[src/rtl/haar_pkg.sv]
// ============================================================================
// Module      : haar_pkg
// Description : Shared types and constants for the Haar cascade stage evaluator.
// Revision    : 1.0 - initial release
// ============================================================================
`default_nettype none

package haar_pkg;

    localparam int NUM_PARAM_PER_CLASSIFIER_DEF = 18;

    // Word offsets inside one classifier's parameter block
    localparam int OFF_RECT0     = 0;
    localparam int OFF_RECT1     = 4;
    localparam int OFF_RECT2     = 8;
    localparam int OFF_WEIGHT0   = 12;
    localparam int OFF_WEIGHT1   = 13;
    localparam int OFF_WEIGHT2   = 14;
    localparam int OFF_THRESHOLD = 15;
    localparam int OFF_LEFT      = 16;
    localparam int OFF_RIGHT     = 17;

    typedef enum logic [2:0] {
        ST_IDLE      = 3'd0,
        ST_FETCH     = 3'd1,
        ST_WAIT_WEAK = 3'd2,
        ST_COMPARE   = 3'd3,
        ST_DONE      = 3'd4
    } state_t;

endpackage

`default_nettype wire

[src/rtl/classifier_param_fetch.sv]
// ============================================================================
// Module      : classifier_param_fetch
// Description : Walks one classifier's ROM block and captures each word.
// Revision    : 1.0 - initial release
// ============================================================================
`default_nettype none

module classifier_param_fetch #(
    parameter int ADDR_WIDTH = 10,
    parameter int DATA_WIDTH = 8,
    parameter int NUM_PARAM  = 18,
    parameter int CNT_W      = 7
) (
    input  logic                            clk,
    input  logic                            rst,
    input  logic                            fetch_en,
    input  logic [ADDR_WIDTH-1:0]           base,
    input  logic [CNT_W-1:0]                cls_idx,
    output logic [ADDR_WIDTH-1:0]           rom_address,
    input  logic [DATA_WIDTH-1:0]           rom_q,
    output logic [NUM_PARAM*DATA_WIDTH-1:0] params,
    output logic                            fetch_last
);

    localparam int P_W = $clog2(NUM_PARAM + 1);
    localparam logic [P_W-1:0]        C_P_LAST = P_W'(NUM_PARAM);
    localparam logic [ADDR_WIDTH-1:0] C_STRIDE = ADDR_WIDTH'(NUM_PARAM);

    logic [P_W-1:0]        p;
    logic [ADDR_WIDTH-1:0] cls_off;

    // Truncation to ADDR_WIDTH gives the required modulo wrap
    assign cls_off     = ADDR_WIDTH'(cls_idx) * C_STRIDE;
    assign rom_address = base + cls_off + ADDR_WIDTH'(p);
    assign fetch_last  = fetch_en && (p == C_P_LAST);

    always_ff @(posedge clk or posedge rst) begin
        if (rst) begin
            p <= '0;
        end else if (!fetch_en) begin
            p <= '0;
        end else if (p != C_P_LAST) begin
            p <= p + 1'b1;
        end
    end

    // Word p arrives while the counter already points at p+1
    generate
        for (genvar i = 0; i < NUM_PARAM; i++) begin : g_word
            logic [DATA_WIDTH-1:0] word;
            always_ff @(posedge clk or posedge rst) begin
                if (rst) begin
                    word <= '0;
                end else if (fetch_en && (p == P_W'(i + 1))) begin
                    word <= rom_q;
                end
            end
            assign params[i*DATA_WIDTH +: DATA_WIDTH] = word;
        end
    endgenerate

endmodule

`default_nettype wire

[src/rtl/cascade_stage_evaluator.sv]
// ============================================================================
// Module      : cascade_stage_evaluator
// Description : Sequences one cascade stage: fetch params, sum weak values,
//               compare against stage threshold. Optional macro CASCADE_SAT_EN
//               selects a saturating accumulator instead of wrapping.
// Revision    : 1.0 - initial release
// ============================================================================
`default_nettype none

module cascade_stage_evaluator
    import haar_pkg::*;
#(
    parameter  int ADDR_WIDTH               = 10,
    parameter  int DATA_WIDTH               = 8,
    parameter  int SUM_WIDTH                = 16,
    parameter  int NUM_PARAM_PER_CLASSIFIER = NUM_PARAM_PER_CLASSIFIER_DEF,
    parameter  int MAX_CLASSIFIERS          = 64,
    localparam int CNT_W                    = $clog2(MAX_CLASSIFIERS + 1)
) (
    input  logic                                           clk_fpga,
    input  logic                                           reset_fpga,
    input  logic                                           i_start,
    input  logic [ADDR_WIDTH-1:0]                          i_stage_base_addr,
    input  logic [CNT_W-1:0]                               i_num_classifiers,
    input  logic signed [SUM_WIDTH-1:0]                    i_stage_threshold,
    output logic [ADDR_WIDTH-1:0]                          o_rom_address,
    input  logic [DATA_WIDTH-1:0]                          i_rom_q,
    output logic                                           o_param_valid,
    output logic [NUM_PARAM_PER_CLASSIFIER*DATA_WIDTH-1:0] o_params,
    input  logic                                           i_weak_valid,
    input  logic signed [SUM_WIDTH-1:0]                    i_weak_value,
    output logic                                           o_busy,
    output logic                                           o_done,
    output logic                                           o_pass,
    output logic signed [SUM_WIDTH-1:0]                    o_stage_sum
);

    localparam logic [CNT_W-1:0] C_MAX_CLS = CNT_W'(MAX_CLASSIFIERS);

    state_t                      state;
    state_t                      next_state;
    logic [ADDR_WIDTH-1:0]       base;
    logic [CNT_W-1:0]            count;
    logic [CNT_W-1:0]            idx;
    logic [CNT_W-1:0]            idx_next;
    logic [CNT_W-1:0]            count_clamped;
    logic signed [SUM_WIDTH-1:0] thresh;
    logic signed [SUM_WIDTH-1:0] acc;
    logic signed [SUM_WIDTH-1:0] acc_next;
    logic                        pass;
    logic                        fetch_en;
    logic                        fetch_last;

    assign count_clamped = (i_num_classifiers > C_MAX_CLS) ? C_MAX_CLS : i_num_classifiers;
    assign idx_next      = idx + 1'b1;

`ifdef CASCADE_SAT_EN
    localparam logic signed [SUM_WIDTH-1:0] C_SUM_MAX = {1'b0, {(SUM_WIDTH-1){1'b1}}};
    localparam logic signed [SUM_WIDTH-1:0] C_SUM_MIN = {1'b1, {(SUM_WIDTH-1){1'b0}}};
    logic signed [SUM_WIDTH:0] sum_ext;

    always_comb begin
        sum_ext  = {acc[SUM_WIDTH-1], acc} + {i_weak_value[SUM_WIDTH-1], i_weak_value};
        acc_next = sum_ext[SUM_WIDTH-1:0];
        // Top two bits disagree only on overflow; the top bit gives direction
        if (sum_ext[SUM_WIDTH] != sum_ext[SUM_WIDTH-1]) begin
            acc_next = sum_ext[SUM_WIDTH] ? C_SUM_MIN : C_SUM_MAX;
        end
    end
`else
    assign acc_next = acc + i_weak_value;
`endif

    classifier_param_fetch #(
        .ADDR_WIDTH (ADDR_WIDTH),
        .DATA_WIDTH (DATA_WIDTH),
        .NUM_PARAM  (NUM_PARAM_PER_CLASSIFIER),
        .CNT_W      (CNT_W)
    ) u_fetch (
        .clk         (clk_fpga),
        .rst         (reset_fpga),
        .fetch_en    (fetch_en),
        .base        (base),
        .cls_idx     (idx),
        .rom_address (o_rom_address),
        .rom_q       (i_rom_q),
        .params      (o_params),
        .fetch_last  (fetch_last)
    );

    always_ff @(posedge clk_fpga or posedge reset_fpga) begin
        if (reset_fpga) begin
            state <= ST_IDLE;
        end else begin
            state <= next_state;
        end
    end

    always_comb begin
        next_state = state;
        case (state)
            ST_IDLE: begin
                if (i_start) begin
                    next_state = (count_clamped == '0) ? ST_COMPARE : ST_FETCH;
                end
            end
            ST_FETCH: begin
                if (fetch_last) begin
                    next_state = ST_WAIT_WEAK;
                end
            end
            ST_WAIT_WEAK: begin
                if (i_weak_valid) begin
                    next_state = (idx_next < count) ? ST_FETCH : ST_COMPARE;
                end
            end
            ST_COMPARE: next_state = ST_DONE;
            ST_DONE:    next_state = ST_IDLE;
            default:    next_state = ST_IDLE;
        endcase
    end

    always_comb begin
        o_busy        = (state != ST_IDLE);
        o_done        = (state == ST_DONE);
        o_param_valid = (state == ST_WAIT_WEAK);
        fetch_en      = (state == ST_FETCH);
    end

    always_ff @(posedge clk_fpga or posedge reset_fpga) begin
        if (reset_fpga) begin
            base   <= '0;
            count  <= '0;
            idx    <= '0;
            thresh <= '0;
            acc    <= '0;
            pass   <= 1'b0;
        end else begin
            case (state)
                ST_IDLE: begin
                    if (i_start) begin
                        base   <= i_stage_base_addr;
                        count  <= count_clamped;
                        thresh <= i_stage_threshold;
                        idx    <= '0;
                        acc    <= '0;
                        pass   <= 1'b0;
                    end
                end
                ST_WAIT_WEAK: begin
                    if (i_weak_valid) begin
                        acc <= acc_next;
                        idx <= idx_next;
                    end
                end
                ST_COMPARE: pass <= (acc >= thresh);
                default: ;
            endcase
        end
    end

    assign o_pass      = pass;
    assign o_stage_sum = acc;

endmodule

`default_nettype wire
[config.mk]
export PLATFORM = sky130hd
export DESIGN_NAME = cascade_stage_evaluator
export DESIGN_NICKNAME = d
export VERILOG_FILES = /design/src/rtl/haar_pkg.sv /design/src/rtl/classifier_param_fetch.sv /design/src/rtl/cascade_stage_evaluator.sv
export SDC_FILE = /design/constraint.sdc
export NUM_CORES = 1
export LEC_CHECK = 0
export BUFFER_PORTS_ARGS = -buffer_cell sky130_fd_sc_hd__buf_2
export CORE_MARGIN = 3
export CORE_UTILIZATION = 56
export CTS_CLUSTER_DIAMETER = 40
export DETAILED_ROUTE_END_ITERATION = 8
export GPL_ROUTABILITY_DRIVEN = 0
export HOLD_SLACK_MARGIN = 0.15
export PLACE_DENSITY = 0.83
export SYNTH_ARGS = -nofsm -noshare
export SYNTH_HDL_FRONTEND = slang
export SYNTH_SLANG_ARGS = --single-unit
[constraint.sdc]
create_clock -name clk_fpga -period 10.26 [get_ports clk_fpga]
set_clock_uncertainty 0.2 [all_clocks]
set_input_delay 1.026 -clock clk_fpga [delete_from_list [all_inputs] [get_ports clk_fpga]]
set_output_delay 1.026 -clock clk_fpga [all_outputs]
set_load 0.1 [all_outputs]
# After elaboration in Yosys (flattened, before gate mapping)
# Cells that the tools add are included.
# Widths: inputs -> output; s select.
[totals] register_bits=209 input_bits=61 output_inout_bits=174 word_cells=106
[op_classes] add_sub_neg=5 multipliers=1 n_lt_le_gt_ge=3 eq_ne=27 n_mux=17 reduce_logical=27
[ops] operator="$eq 5x4->1 const B" count=8
[ops] operator="$mux 16" count=2
[ops] operator="$pmux 16 s2" count=1
[ops] operator="$mux 7" count=3
[ops] operator="$eq 5x3->1 const B" count=4
[ops] operator="$logic_and 1x1->1" count=18
[ops] operator="$add 16x16->16" count=1
[ops] operator="$ge 16x16->1" count=1
[ops] operator="$eq 5x5->1 const B" count=3
[ops] operator="$pmux 7 s2" count=1
[ops] operator="$pmux 3 s4" count=1
[ops] operator="$add 10x10->10" count=1
[ops] operator="$add 10x5->10" count=1
[ops] operator="$eq 5x2->1 const B" count=2
[ops] operator="$mux 5" count=2
[ops] operator="$mul 7x4->9 const B" count=1
[ops] operator="$mux 3" count=3
[ops] operator="$add 7x1->7 const B" count=1
[ops] operator="$gt 7x7->1 const B" count=1
[ops] operator="$logic_not 7->1" count=1
[ops] operator="$lt 7x7->1" count=1
[ops] operator="$eq 3x2->1 const B" count=2
[ops] operator="$ne 2x2->1 const B" count=3
[ops] operator="$reduce_and 3->1" count=2
[ops] operator="13 further kinds" count=16

# Logic depth before layout (Yosys ltp)
[logic_depth] word_depth=6 ltp_mapped=11 depth_no_buf=11

# By module
# From an unflattened synthesis, not the netlist that was laid out.
[hier_totals] cells_unflattened=812 area_unflattened_um2=10167.3
[by_module_without_submodules] mod="classifier_param_fetch" n_inst=1 cells_each=448 area_each_um2=6483.7 seq_area_each_um2=3728.6
[by_module_without_submodules] mod="cascade_stage_evaluator" n_inst=1 cells_each=364 area_each_um2=3683.5 seq_area_each_um2=1501.4

# Worst setup path after synthesis
# Ideal clock, no wire load.
[synth_timing] path_kind="register to output" start="reg idx[1]" end="out o_rom_address[9]" arrival_time_ns=4.001 required_time_ns=9.034 slack_ns=5.033 path_stages_with_launch=11 path_buffers=0 cell_sequence="dfrtp_1 -> ha_1 -> ha_1 -> fa_1 -> xor2_1 -> ha_1 -> ha_1 -> nor3_1 -> nor2_1 -> o41a_1 -> xnor2_1"
[synth_between] elab_chain_cells=3
[synth_rtl] element="start: declaration" line_no="cascade_stage_evaluator.sv:44" rtl="logic [CNT_W-1:0] idx;"
[synth_rtl] element="start signal: assignment" line_no="cascade_stage_evaluator.sv:153" rtl="idx <= idx_next;"
[synth_rtl] element="$mul 7x4->9" line_no="classifier_param_fetch.sv:33" rtl="assign cls_off = ADDR_WIDTH'(cls_idx) * C_STRIDE;"
[synth_rtl] element="$add 10x10->10" line_no="classifier_param_fetch.sv:34" rtl="assign rom_address = base + cls_off + ADDR_WIDTH'(p);"
[synth_rtl] element="$add 10x5->10" line_no="classifier_param_fetch.sv:34"
[synth_rtl] element="end: declaration" line_no="cascade_stage_evaluator.sv:26" rtl="output logic [ADDR_WIDTH-1:0] o_rom_address,"
# No other way between the ends.

# Final worst setup path
# Same ends and word-level chain as after synthesis.

==> flow_summary.ini <==
[run_status]
run_status = finished, final reports clean

[clock_network]
tritoncts.num_buffers = 34
clock_insertion_delay_worst_skew_ns = 0.48
cts.repair.resized = 0
clock_path_buffers = 3
clock_tree_from_tritoncts = done
cts_sinks = 209
clk_transition_reported_paths_ns = 0.06
postCtsHoldBufs = 0
cts.root.buffer_cell = sky130_fd_sc_hd__clkbuf_16
htree_levels = 2
postCtsSetupBuffers = 0

[critical_path]
worst_stage_delay_on_the_critical_path_ns = 0.46
critical_path_peak_fanout = 6
most_numerous_cell_on_the_critical_path = sky130_fd_sc_hd__ha_1
critical_path.startpoint_type = flip-flop
critPathCaptureType = output port
critical-path-top-delay-family = adder cells
critical_path_class = reg -> out
cp_num_buf_inv = 1
crit_required_ns = 9.03
critPathSlowestCell = sky130_fd_sc_hd__dfrtp_1
worst_ep_arrival_time_ns = 3.68
path_cells = ha_1, ha_1, fa_1, ha_1, ha_1, o21a_1, o41a_1, xnor2_1, buf_2

[synthesis]
top_area_cell_type_share_of_the_netlist_area_pct = 52.35
mappedNetlistNets = 921
syn_area_per_cell_sq_um = 12.66
yosysTopAreaCell = sky130_fd_sc_hd__dfrtp_1
synth.area.top_cells = sky130_fd_sc_hd__dfrtp_1 52%, sky130_fd_sc_hd__mux2_1 17%, sky130_fd_sc_hd__ha_1 8.0%
mappedNetlistArea_sq_mm = 0.009991
ys_dominant_reg_cell = sky130_fd_sc_hd__dfrtp_1
count_of_mapped_cells_out_of_synthesis = 789
number_of_register_bits_inferred_by_synthesis = 209
yosysUniqueCellTypes = 57
fraction_of_registers_with_async_set_or_reset_after_synthesis_pct = 100.0
ys_top_cells_by_count = 209 x sky130_fd_sc_hd__dfrtp_1, 155 x sky130_fd_sc_hd__mux2_1, 64 x sky130_fd_sc_hd__ha_1, 50 x sky130_fd_sc_hd__nand2_1, 38 x sky130_fd_sc_hd__inv_1
synth_enable_flop_cells = 0
synth_warn = 0
synthMostInstantiatedCell = sky130_fd_sc_hd__dfrtp_1
seq_area_frac_synth_pct = 52.35

[cells_and_area]
count_of_inserted_antenna_diode_cells = 0
syn_to_final_growth_pct = 26.94
final_nets = 1171
sequential_cell_area_sq_mm = 0.005230
final_cell_area_sq_mm = 0.01268
drive_gt1_share_pct = 30.23
final_util_pct = 73.07
area_taken_by_multi_input_logic_gates_sq_mm = 0.004526
fill_cell_instance_count_of_the_final_layout = 1201

[sta]
layout_worst_path_cycle_share_pct = 47.85
final-setup-viol-count = 0
totalNegativeSetupSlack_ns = 0
min_period_ns = 4.909
finalMaxSlewViolations = 0
worst_slew_margin_rel_pct = 34.08
worstMarginPinSlew_ns = 0.9864
setup_ws_ns = 5.351
final_hold_viol_count = 0
fmaxAchievable_mhz = 203.7
rsz_0062_raised_after_global_routing = no

[job]
max_cap_violations = 0

[grt]
first_global_vias = 7592
grtUsageTotal_pct = 25.13
global_route_wire_length_before_repair_um = 39590
largest_net_degree_at_the_start_of_global_routing = 133
antenna_found_initial = 0
grt.overflow.total = 0

[detailed_routing]
drc_errors = 0
wl_per_cell_um = 18.99
final_antenna_net_count = 0
route.vias.total = 7187
detail_route.wirelength_um = 24490
drt_iter0_markers = 278
viasPerCell = 5.571
drt_pre_antenna_iters = 5

[worst_hold_path]
hold_path_class = reg -> reg

[placement]
dpl-instance-area_sq_mm = 0.01138
placement.setup.worst_slack_ns = 5.845
io_buffers = 234
detailed_place_hpwl_um = 16960

[floorplanning]
die_height_um = 139.6
width_of_the_chip_um = 139.6
core_region_area_sq_mm = 0.01736
total_die_area_sq_mm = 0.01948
num_io_pins = 235
initial_utilization_pct = 57.56
floorplan.rows = 48
## final timing paths
| kind | start | slack, ns | endpoint | depth (start not counted) |
|---|---|---|---|---|
| worst max-delay path | idx[1] | 5.35 | o_rom_address[9] | 9 |
| worst min-delay path | u_fetch.g_word[3].word[2] | 0.28 | u_fetch.g_word[3].word[2] | 1 |
| worst max register to register | o_stage_sum[0] | 7.34 | o_stage_sum[12] | 8 |
| worst min register to register | u_fetch.g_word[3].word[2] | 0.28 | u_fetch.g_word[3].word[2] | 1 |
| max in group asynchronous | reset_fpga | 7.78 | base[0] | 3 |
| min in group asynchronous | reset_fpga | 0.53 | o_stage_sum[4] | 2 |
## cells in the final DEF, fill, tap and decap left out, types with 9 or more instances in the layout
cell type	count
sky130_fd_sc_hd__clkbuf_16	37
sky130_fd_sc_hd__buf_2	234
sky130_fd_sc_hd__a21oi_1	22
sky130_fd_sc_hd__ha_1	64
sky130_fd_sc_hd__dfrtp_1	209
sky130_fd_sc_hd__mux2_1	155
sky130_fd_sc_hd__xnor2_1	17
sky130_fd_sc_hd__xor2_1	12
sky130_fd_sc_hd__mux2_2	17
sky130_fd_sc_hd__nand2b_1	9
sky130_fd_sc_hd__nand3_1	10
sky130_fd_sc_hd__o21ai_0	18
sky130_fd_sc_hd__nand2_1	50
sky130_fd_sc_hd__inv_1	37
sky130_fd_sc_hd__o21ai_1	14
sky130_fd_sc_hd__a21o_1	13
sky130_fd_sc_hd__nor2_1	24
sky130_fd_sc_hd__nor3_1	9
## worst reg2reg max path: cells and delay by family (launching register included)
kind,cells,cell delay [ns]
xor+xnor,1,0.18
flops,1,0.42
compound gates,4,1.21
simple gates,1,0.10
fa+ha+maj,2,0.67
## registers in the layout, summed over array words and instances (netlist names)
name	cells
base	10
count	7
idx	7
o_pass	1
o_stage_sum	16
state	3
thresh	16
u_fetch.g_word.word	144
u_fetch.p	5
## cells by family after synthesis
family / Yosys count / share of synthesized area [%]
buffers and inverters: 62 / 2.354
AND/OR/NAND/NOR: 140 / 7.088
multiplexers: 172 / 19.39
flip-flops: 209 / 52.35
XOR/XNOR: 29 / 2.542
adder cells (fa/ha/maj): 71 / 9.418
AO/OA/AOI/OAI: 106 / 6.863
## final cells by class
| class | count | share of cell area (%) |
|---|---|---|
| Clock inverter | 18 | 2.328 |
| Tap cell | 225 | 2.220 |
| Inverter | 39 | 1.213 |
| Multi-Input combinational cell | 518 | 35.68 |
| Clock buffer | 44 | 7.902 |
| Sequential cell | 209 | 41.24 |
| Timing Repair Buffer | 237 | 9.412 |
## per-stage QoR
step           hold WS, ns  std cells
2_1_floorplan       0.2500        789
3_3_place_gp        0.2626       1228
3_5_place_dp        0.2694       1228
4_1_cts             0.2822       1290
5_1_grt             0.2930       1290
6_report            0.2791       1290
## per-layer routing
layer / vias to the layer above / global-route usage (%) / routed length (um)
met5: - / 0 / 0
met4: 0 / 10.45 / 950
met3: 73 / 6.838 / 1788
met2: 261 / 42.06 / 11640
met1: 3534 / 31.00 / 10110
li1: 3319 / - / -
Power is left out: the tool's default activity adds up to more than one toggle a clock period on the data nets, which glitch-free logic cannot reach.
